### config.mk
export PLATFORM = sky130hd
export DESIGN_NAME = uart_boot_loader
export DESIGN_NICKNAME = d
export VERILOG_FILES = /design/src/rtl/uart_boot_loader.sv
export SDC_FILE = /design/constraint.sdc
export NUM_CORES = 1
export LEC_CHECK = 0
export ABC_AREA = 0
export BUFFER_PORTS_ARGS = -buffer_cell sky130_fd_sc_hd__buf_4
export CAP_MARGIN = 25
export CORE_MARGIN = 4
export CORE_UTILIZATION = 50
export CTS_CLUSTER_DIAMETER = 30
export DETAILED_ROUTE_END_ITERATION = 10
export PLACE_DENSITY = 0.69
export SLEW_MARGIN = 20
export SYNTH_ARGS = -nofsm -noshare
export SYNTH_HDL_FRONTEND = slang
export SYNTH_SLANG_ARGS = --single-unit
export TNS_END_PERCENT = 50
### constraint.sdc
create_clock -name clk -period 4.8 [get_ports clk]
set_input_delay 0.48 -clock clk [delete_from_list [all_inputs] [get_ports clk]]
set_output_delay 0.48 -clock clk [all_outputs]
set_load 0.02 [all_outputs]
### src/rtl/uart_boot_loader.sv
// UART boot loader: assembles a length-prefixed little-endian byte stream into
// 32-bit instruction-memory writes and releases the core once the image is in.
module uart_boot_loader #(
    parameter int          FREQ      = 100000000,
    parameter int          BAUDRATE  = 9600,
    parameter logic [31:0] BASE_ADDR = 32'h0000_0000,
    parameter int          MAX_WORDS = 1024,
    parameter int          TIMEOUT   = (FREQ / BAUDRATE) * 20
) (
    input  logic        clk,
    input  logic        reset,
    input  logic [7:0]  rx_data,
    input  logic        rx_valid,
    output logic        mem_we,
    output logic [31:0] mem_addr,
    output logic [31:0] mem_wdata,
    output logic        cpu_hold,
    output logic        busy,
    output logic        done,
    output logic        err
);
    localparam int TW = $clog2(TIMEOUT + 1);

    typedef enum logic [1:0] {IDLE, LEN_HI, DATA, DONE} state_t;

    state_t        state_q, state_d;
    logic [15:0]   count_q, count_d;
    logic [1:0]    byte_idx_q, byte_idx_d;
    logic [15:0]   word_idx_q, word_idx_d;
    logic [23:0]   word_q, word_d;
    logic [TW-1:0] tmo_q, tmo_d;
    logic          last_q, last_d;
    logic          mem_we_q, mem_we_d;
    logic [31:0]   mem_addr_q, mem_addr_d;
    logic [31:0]   mem_wdata_q, mem_wdata_d;
    logic          cpu_hold_q, cpu_hold_d;
    logic          busy_q, busy_d;
    logic          done_q, done_d;
    logic          err_q, err_d;
    logic [15:0]   cnt_full;

    always_ff @(posedge clk or posedge reset) begin
        if (reset) begin
            state_q     <= IDLE;
            count_q     <= '0;
            byte_idx_q  <= '0;
            word_idx_q  <= '0;
            word_q      <= '0;
            tmo_q       <= '0;
            last_q      <= 1'b0;
            mem_we_q    <= 1'b0;
            mem_addr_q  <= BASE_ADDR;
            mem_wdata_q <= '0;
            cpu_hold_q  <= 1'b1;
            busy_q      <= 1'b0;
            done_q      <= 1'b0;
            err_q       <= 1'b0;
        end else begin
            state_q     <= state_d;
            count_q     <= count_d;
            byte_idx_q  <= byte_idx_d;
            word_idx_q  <= word_idx_d;
            word_q      <= word_d;
            tmo_q       <= tmo_d;
            last_q      <= last_d;
            mem_we_q    <= mem_we_d;
            mem_addr_q  <= mem_addr_d;
            mem_wdata_q <= mem_wdata_d;
            cpu_hold_q  <= cpu_hold_d;
            busy_q      <= busy_d;
            done_q      <= done_d;
            err_q       <= err_d;
        end
    end

    always_comb begin
        state_d     = state_q;
        count_d     = count_q;
        byte_idx_d  = byte_idx_q;
        word_idx_d  = word_idx_q;
        word_d      = word_q;
        tmo_d       = tmo_q;
        last_d      = last_q;
        mem_we_d    = 1'b0;
        mem_addr_d  = mem_addr_q;
        mem_wdata_d = mem_wdata_q;
        cpu_hold_d  = cpu_hold_q;
        done_d      = 1'b0;
        err_d       = err_q;
        cnt_full    = {rx_data, count_q[7:0]};

        case (state_q)
            IDLE: begin
                tmo_d = '0;
                if (rx_valid) begin
                    count_d    = {8'h00, rx_data};
                    err_d      = 1'b0;
                    cpu_hold_d = 1'b1;
                    state_d    = LEN_HI;
                end
            end
            LEN_HI: begin
                if (rx_valid) begin
                    tmo_d   = '0;
                    count_d = cnt_full;
                    if (cnt_full == 16'd0) begin
                        state_d = DONE;
                    end else if ({16'd0, cnt_full} > 32'(MAX_WORDS)) begin
                        err_d   = 1'b1;
                        state_d = IDLE;
                    end else begin
                        byte_idx_d = '0;
                        word_idx_d = '0;
                        last_d     = 1'b0;
                        state_d    = DATA;
                    end
                end else if (tmo_q == TW'(TIMEOUT - 1)) begin
                    err_d   = 1'b1;
                    state_d = IDLE;
                end else begin
                    tmo_d = tmo_q + 1'b1;
                end
            end
            DATA: begin
                // After the final write we spend one cycle here so that done
                // lands in the cycle following the last mem_we.
                if (last_q) begin
                    state_d = DONE;
                end else if (rx_valid) begin
                    tmo_d      = '0;
                    byte_idx_d = byte_idx_q + 2'd1;
                    case (byte_idx_q)
                        2'd0: word_d[7:0]   = rx_data;
                        2'd1: word_d[15:8]  = rx_data;
                        2'd2: word_d[23:16] = rx_data;
                        default: begin
                            mem_we_d    = 1'b1;
                            mem_wdata_d = {rx_data, word_q};
                            mem_addr_d  = BASE_ADDR + 32'({word_idx_q, 2'b00});
                            word_idx_d  = word_idx_q + 16'd1;
                            if (word_idx_q == count_q - 16'd1)
                                last_d = 1'b1;
                        end
                    endcase
                end else if (tmo_q == TW'(TIMEOUT - 1)) begin
                    err_d   = 1'b1;
                    state_d = IDLE;
                end else begin
                    tmo_d = tmo_q + 1'b1;
                end
            end
            default: begin
                tmo_d   = '0;
                state_d = IDLE;
            end
        endcase

        if (state_d == DONE) begin
            done_d     = 1'b1;
            cpu_hold_d = 1'b0;
        end
        busy_d = (state_d == LEN_HI) || (state_d == DATA);
    end

    assign mem_we    = mem_we_q;
    assign mem_addr  = mem_addr_q;
    assign mem_wdata = mem_wdata_q;
    assign cpu_hold  = cpu_hold_q;
    assign busy      = busy_q;
    assign done      = done_q;
    assign err       = err_q;
endmodule
==> flow_summary.yaml, run 1 <==
clock_network:
  postCtsHoldBufs: 0
  cts_made_buffers: 17
  clock_latency_ps: 420
  clk_pin_slew_worst_paths_ps: 60
  htree_num_levels: 4
  root_buffer: "clkbuf_16"
  cts.path.max_buffers: 2
  post_cts_buffers: 0
  cts_tree: "built"
  cts.repair.resized: 0
  clock-sinks: 132
yosys:
  netlist_area_mm2: 0.006568
  ys_top_cells_by_area: "dfrtp_1 50%, mux2_2 12%, xnor2_1 3.1%"
  synth-seq-area-share: 0.5031
  ys_ff_latch: 132
  synthSimpleGateAreaFrac: 0.1596
  synth-edff-count: 0
  yosys_warnings: 0
  synth.top_cell.area_share: 0.4991
  synthAdderAreaFrac: 0.02667
  synth.avg_cell_area_um2: 11.00
  synthDistinctLibCells: 59
  synth_top_cell_by_area: "dfrtp_1"
  synthArstFlopShare: 1.000
  syn_inst: 597
  synthMuxAreaShare: 0.1246
  synth_top_family_by_area: "simple AND/OR/NAND/NOR gates"
  synth_compound_area_frac: 0.08611
  synth-xor-area-share: 0.04934
  ys.flop_type: "dfrtp_1"
sta:
  slew_headroom: 0.4355
  setup_ws_ps: 1942
  final.period_utilization: 0.5955
  slew_violations: 0
  setup_violations: 0
  hold_viol: 0
  worst_pin_slew_ps: 842.8
  setup-tns-final_ps: 0
  skew_ps: 8.323
  max_freq_mhz: 349.9
  post-route-min-period_ps: 2858
  rsz0062_at_grt: "no"
grt:
  grt_pass1_wl_um: 24090
  grt_max_degree: 79
  grt_pass1_vias: 4742
  overflow: 0
  antenna_found_initial: 0
  track_usage: 0.2076
finish:
  regArea_mm2: 0.003304
  fillers: 1061
  multiInputGateArea_mm2: 0.002994
  num_antenna_cells: 0
  drive_above_1_share: 0.2722
  nets: 679
  area_delta_synth_final_pct: 17.11
route:
  drc: 0
  avgViaCountPerCell: 5.658
  wirelength_um: 14440
  firstDrtPassIters: 6
  drtIter0Drc: 402
  vias: 4736
  ant_nets: 0
  wire_per_inst_um: 17.25
floorplan:
  start_util: 0.5162
  dieArea_mm2: 0.01503
  die_width_um: 122.6
  num_rows: 41
  die_h_um: 122.6
  coreArea_mm2: 0.01272
  io_pins: 80
power:
  switchingPower_mw: 1.052
  p_int_mw: 2.336
  power_mw: 3.388
  pwr-share-clk: 0.378
  p_sw_frac: 0.3104
  combPwrFrac: 0.223
  peakVddDrop_v: 0.0002550
  p_leak_nw: 3.663
  pwr-share-seq: 0.399
  power.density_mw_per_mm2: 440.5
place:
  gp_congestion: 0.9449
  dp_hpwl_um: 10060
  pre_cts_slack_ps: 1607
  io_buffers: 63
run:
  drv_cap: 0
run_status:
  status: "finished clean"
setup_path:
  crit_type: "flop to flop"
  cp-start-kind: "flop"
  path_cells: "inv_1 > ha_1 > o21ai_0 > nor3_1 > a31oi_1 > clkbuf_4 > nor2_1 > or4b_1 > o22ai_1"
  arrival_ps: 3140
  max_stage_delay_ps: 620
  required_ps: 5080
  end_kind: "flop"
  path_max_fanout: 21
  critical-path-slowest-cell: "ha_1"
hold_path:
  hold_path_class: "input port to async pin"
==> final timing paths <==
check	start	to	slack (ps)	depth (start not counted)
max in group asynchronous	reset	word_q[2]	3760	3
min in group clk	rx_data[3]	count_q[11]	390	2
hold / removal	reset	done	50	2
hold reg to reg	mem_addr[7]	mem_addr[7]	480	2
setup reg to reg	state_q[0]	last_q	1940	9
setup / recovery	state_q[0]	last_q	1940	9
==> layout by cell type, fill, tap and decap left out, types with 3 or more instances in the layout <==
cell type  instances
nor4_1            14
bufinv_16          3
and2_1             6
dfrtp_1          131
a21oi_1            9
or4_1              5
clkinv_2           4
or4b_1             3
nor4b_1            4
nand4b_1           4
nor2_1            41
ha_1              14
and3_1             5
a211o_1            3
and4_1             3
xor2_1            14
nand2b_1           9
buf_4             66
nand3_1           13
or3_1              7
xnor2_1           23
nand2_1           44
nand4_1           14
mux2i_1            3
a31o_2             3
mux2_2            70
nor3_1             8
conb_1            16
a31oi_1            5
inv_1             16
clkbuf_16         17
o21ai_0           34
a22o_1            13
==> per-layer routing <==
layer  GRT usage  part of all wire  up-vias
li1            -                 -     2211
met1      0.2719              0.44     2371
met2      0.3274              0.49      123
met3     0.05576             0.047       31
met4     0.08747             0.027        0
met5           0                 0        -
==> critical path, delay by kind of cell, from the launching register on <==
| family | cells | cell delay (ps) |
|---|---|---|
| fa+ha+maj | 1 | 620 |
| simple gates | 3 | 850 |
| compound gates | 3 | 480 |
| buf+inv | 2 | 340 |
| flops | 1 | 420 |
==> flip-flops by register name (all words and copies together) (netlist names), 2 cells and up <==
signal and cells:
count_q 16, mem_wdata 32, word_q 24, word_idx_q 16, mem_addr 16, tmo_q 18
state_q 2, byte_idx_q 2
==> power by group through the flow <==
stage	clock network (mW)	logic (mW)	registers, mW
floorplan	0	0.657	1.30
global placement	0	0.712	1.36
detailed placement	0	0.738	1.36
CTS	1.30	0.744	1.35
global route	1.36	0.843	1.37
finish	1.28	0.756	1.35
==> cells by family after synthesis <==
group,count (synthesis)
simple gates,195
flops,132
compound gates,83
mux,73
buf+inv,62
xor+xnor,37
fa+ha+maj,14
other cells,1
==> Yosys cell counts, drive strengths merged (2+ instances only) <==
library cell and count:
a211o 3, a21oi 9, a22o 13, a31o 3
a31oi 5, and2 7, and3 5, and4 3
buf 28, clkbuf 17, dfrtp 131, ha 14
inv 17, mux2 70, mux2i 3, nand2 45
nand2b 9, nand3 13, nand4 14, nand4b 4
nor2 41, nor2b 2, nor3 8, nor3b 2
nor4 15, nor4b 4, o21ai 35, o22ai 2
o31ai 2, o41ai 3, or2 3, or3 8
or4 5, or4b 5, xnor2 23, xor2 14
==> cell type report <==
class / instances / share of cell area
clock buffers: 20 / 0.05808
clock inverters: 10 / 0.01741
flip-flops and latches: 132 / 0.4296
multi-input cells: 418 / 0.3893
well taps: 172 / 0.02798
inverters: 17 / 0.008622
repair buffers: 68 / 0.06898
==> metrics by stage <==
| stage | area [um^2] | utilization | std cells | hold slack, ps |
|---|---|---|---|---|
| 3_5_place_dp | 7068 | 0.5556 | 804 | 482.7 |
| 4_1_cts | 7649 | 0.6012 | 834 | 308.3 |
| 6_report | 7691 | 0.6045 | 837 | 48.01 |
| 5_1_grt | 7691 | 0.6045 | 837 | 63.81 |
| 2_1_floorplan | 6624 | - | 612 | 465.7 |
| 3_3_place_gp | 7068 | 0.5556 | 804 | 475.1 |
Note: power is estimated with default switching activity, not from simulation.
==> inputs of run 2 (changes only) <==
- clock period: 4.8 -> 2.8 ns (I/O delays scaled with it)
==> flow_summary.yaml, run 2 (same netlist as run 1, synthesis figures left out) <==
run_status:
  status: "finished clean"
setup_path:
  arrival_ps: 2940
  end_kind: "flop"
  max_stage_delay_ps: 500
  path_max_fanout: 5
  required_ps: 3140
  path_buf_inv: 1
  critPathTopFamily: "simple AND/OR/NAND/NOR gates"
  cp_num_cells: 8
  path_cells: "inv_1 > ha_1 > or4b_1 > o41ai_4 > a31o_2 > nand3_1 > or4_1 > o21ai_0"
  reg2reg_slack_ps: 200
  cp-start-kind: "flop"
  rr_worst_depth: 8
  crit_type: "flop to flop"
  critical-path-slowest-cell: "or4b_1"
clock_network:
  cts.path.max_buffers: 2
  clock_latency_ps: 420
  cts_tree: "built"
  root_buffer: "clkbuf_16"
  post_cts_buffers: 0
  cts_made_buffers: 17
  clk_pin_slew_worst_paths_ps: 60
  clock-sinks: 132
  htree_num_levels: 4
floorplan:
  dieArea_mm2: 0.01503
  num_rows: 41
  die_h_um: 122.6
  io_pins: 80
  die_width_um: 122.6
  start_util: 0.5162
  coreArea_mm2: 0.01272
grt:
  antenna_found_initial: 0
  grt_pass1_vias: 4832
  grt_pass1_wl_um: 24670
  track_usage: 0.2127
  grt_max_degree: 53
  overflow: 0
finish:
  multiInputGateArea_mm2: 0.003014
  largest_reg_flops: 32
  final_common_cell: "dfrtp_1"
  layout_common_cells: "131 x dfrtp_1, 81 x buf_4, 70 x mux2_2"
  nets: 696
  regArea_mm2: 0.003304
  fillers: 1059
  fin_area_mm2: 0.007870
  drive_above_1_share: 0.2933
  num_antenna_cells: 0
  area_delta_synth_final_pct: 19.83
sta:
  final.period_utilization: 0.9303
  setup_violations: 0
  setup-tns-final_ps: 0
  skew_ps: 7.860
  rsz0062_at_grt: "no"
  hold_viol: 0
  holdWs_ps: 188.3
  slew_headroom: 0.5726
  worst_pin_slew_ps: 639.8
  slew_violations: 0
  post-route-min-period_ps: 2605
  setup_ws_ps: 195.3
  max_freq_mhz: 383.9
route:
  wire_per_inst_um: 17.37
  drc: 0
  drtIter0Drc: 367
  ant_nets: 0
  avgViaCountPerCell: 5.585
  wirelength_um: 14830
  vias: 4770
  firstDrtPassIters: 5
power:
  power.density_mw_per_mm2: 761.9
  peakVddDrop_v: 0.0004440
  p_leak_nw: 3.747
run:
  drv_cap: 0
place:
  io_buffers: 63
  pre_cts_slack_ps: -224.7
  dp_hpwl_um: 10360
  gp_congestion: 0.9163
  post_dp_cell_area_mm2: 0.007249
hold_path:
  hold_path_class: "input port to flop"
  min_path_cells: 3
## run 2: changes by cell type in the layout (fill, tap and decap cells not counted), moves of 2 or more
cell,previous run,this run
buf_4,66,81
clkinvlp_4,2,5
clkinv_2,4,2
buf_12,0,3
## run 2: final timing paths
path / startpoint / to
max: count_q[1] / word_idx_q[6]
min: rx_data[3] / count_q[3]
max reg2reg: count_q[1] / word_idx_q[6]
min reg2reg: mem_addr[7] / mem_addr[7]
max in group asynchronous: reset / tmo_q[12]
min in group asynchronous: reset / mem_we
## run 2: layout make-up
class	instances	share of cell area
repair buffers	85	0.08617
inverters	17	0.008585
flip-flops and latches	132	0.4199
well taps	172	0.02734
clock buffers	21	0.05851
clock inverters	9	0.01653
multi-input cells	418	0.3830
## run 2: where the power goes
group | switching, mW | total (mW) | internal (mW)
sequential | 0.180 | 2.25 | 2.07
combinational | 0.890 | 1.53 | 0.636
clock | 0.792 | 2.22 | 1.43
total | 1.86 | 6.00 | 4.13
## run 2: per-layer routing
metal / vias up / wire length, um / GRT usage / share of wire
li1: 2247 / - / - / -
met1: 2371 / 6468 / 0.2785 / 0.44
met2: 132 / 7311 / 0.3456 / 0.49
met3: 20 / 814 / 0.05207 / 0.055
met4: 0 / 236 / 0.07698 / 0.016
met5: - / 0 / 0 / 0
## run 2: worst reg2reg max path: cells and delay by family, from the launching register on
family	cells	cell delay, ps
simple gates	3	1130
buf+inv	1	100
compound gates	3	730
fa+ha+maj	1	160
flops	1	410
## run 2: what timing repair did
action	CTS	global route
gates resized for setup	1	3
hold buffers	1	0
hold endpoints to repair	23	0
endpoints found under the setup margin	2	3
## run 2: per-stage QoR
stage / power (mW) / util / cells
after floorplan: 3.355 / - / 612
after global placement: 3.700 / 0.5698 / 823
after detailed placement: 3.770 / 0.5698 / 823
after CTS: 6.028 / 0.6175 / 854
after global routing: 6.329 / 0.6186 / 854
final: 5.996 / 0.6186 / 854
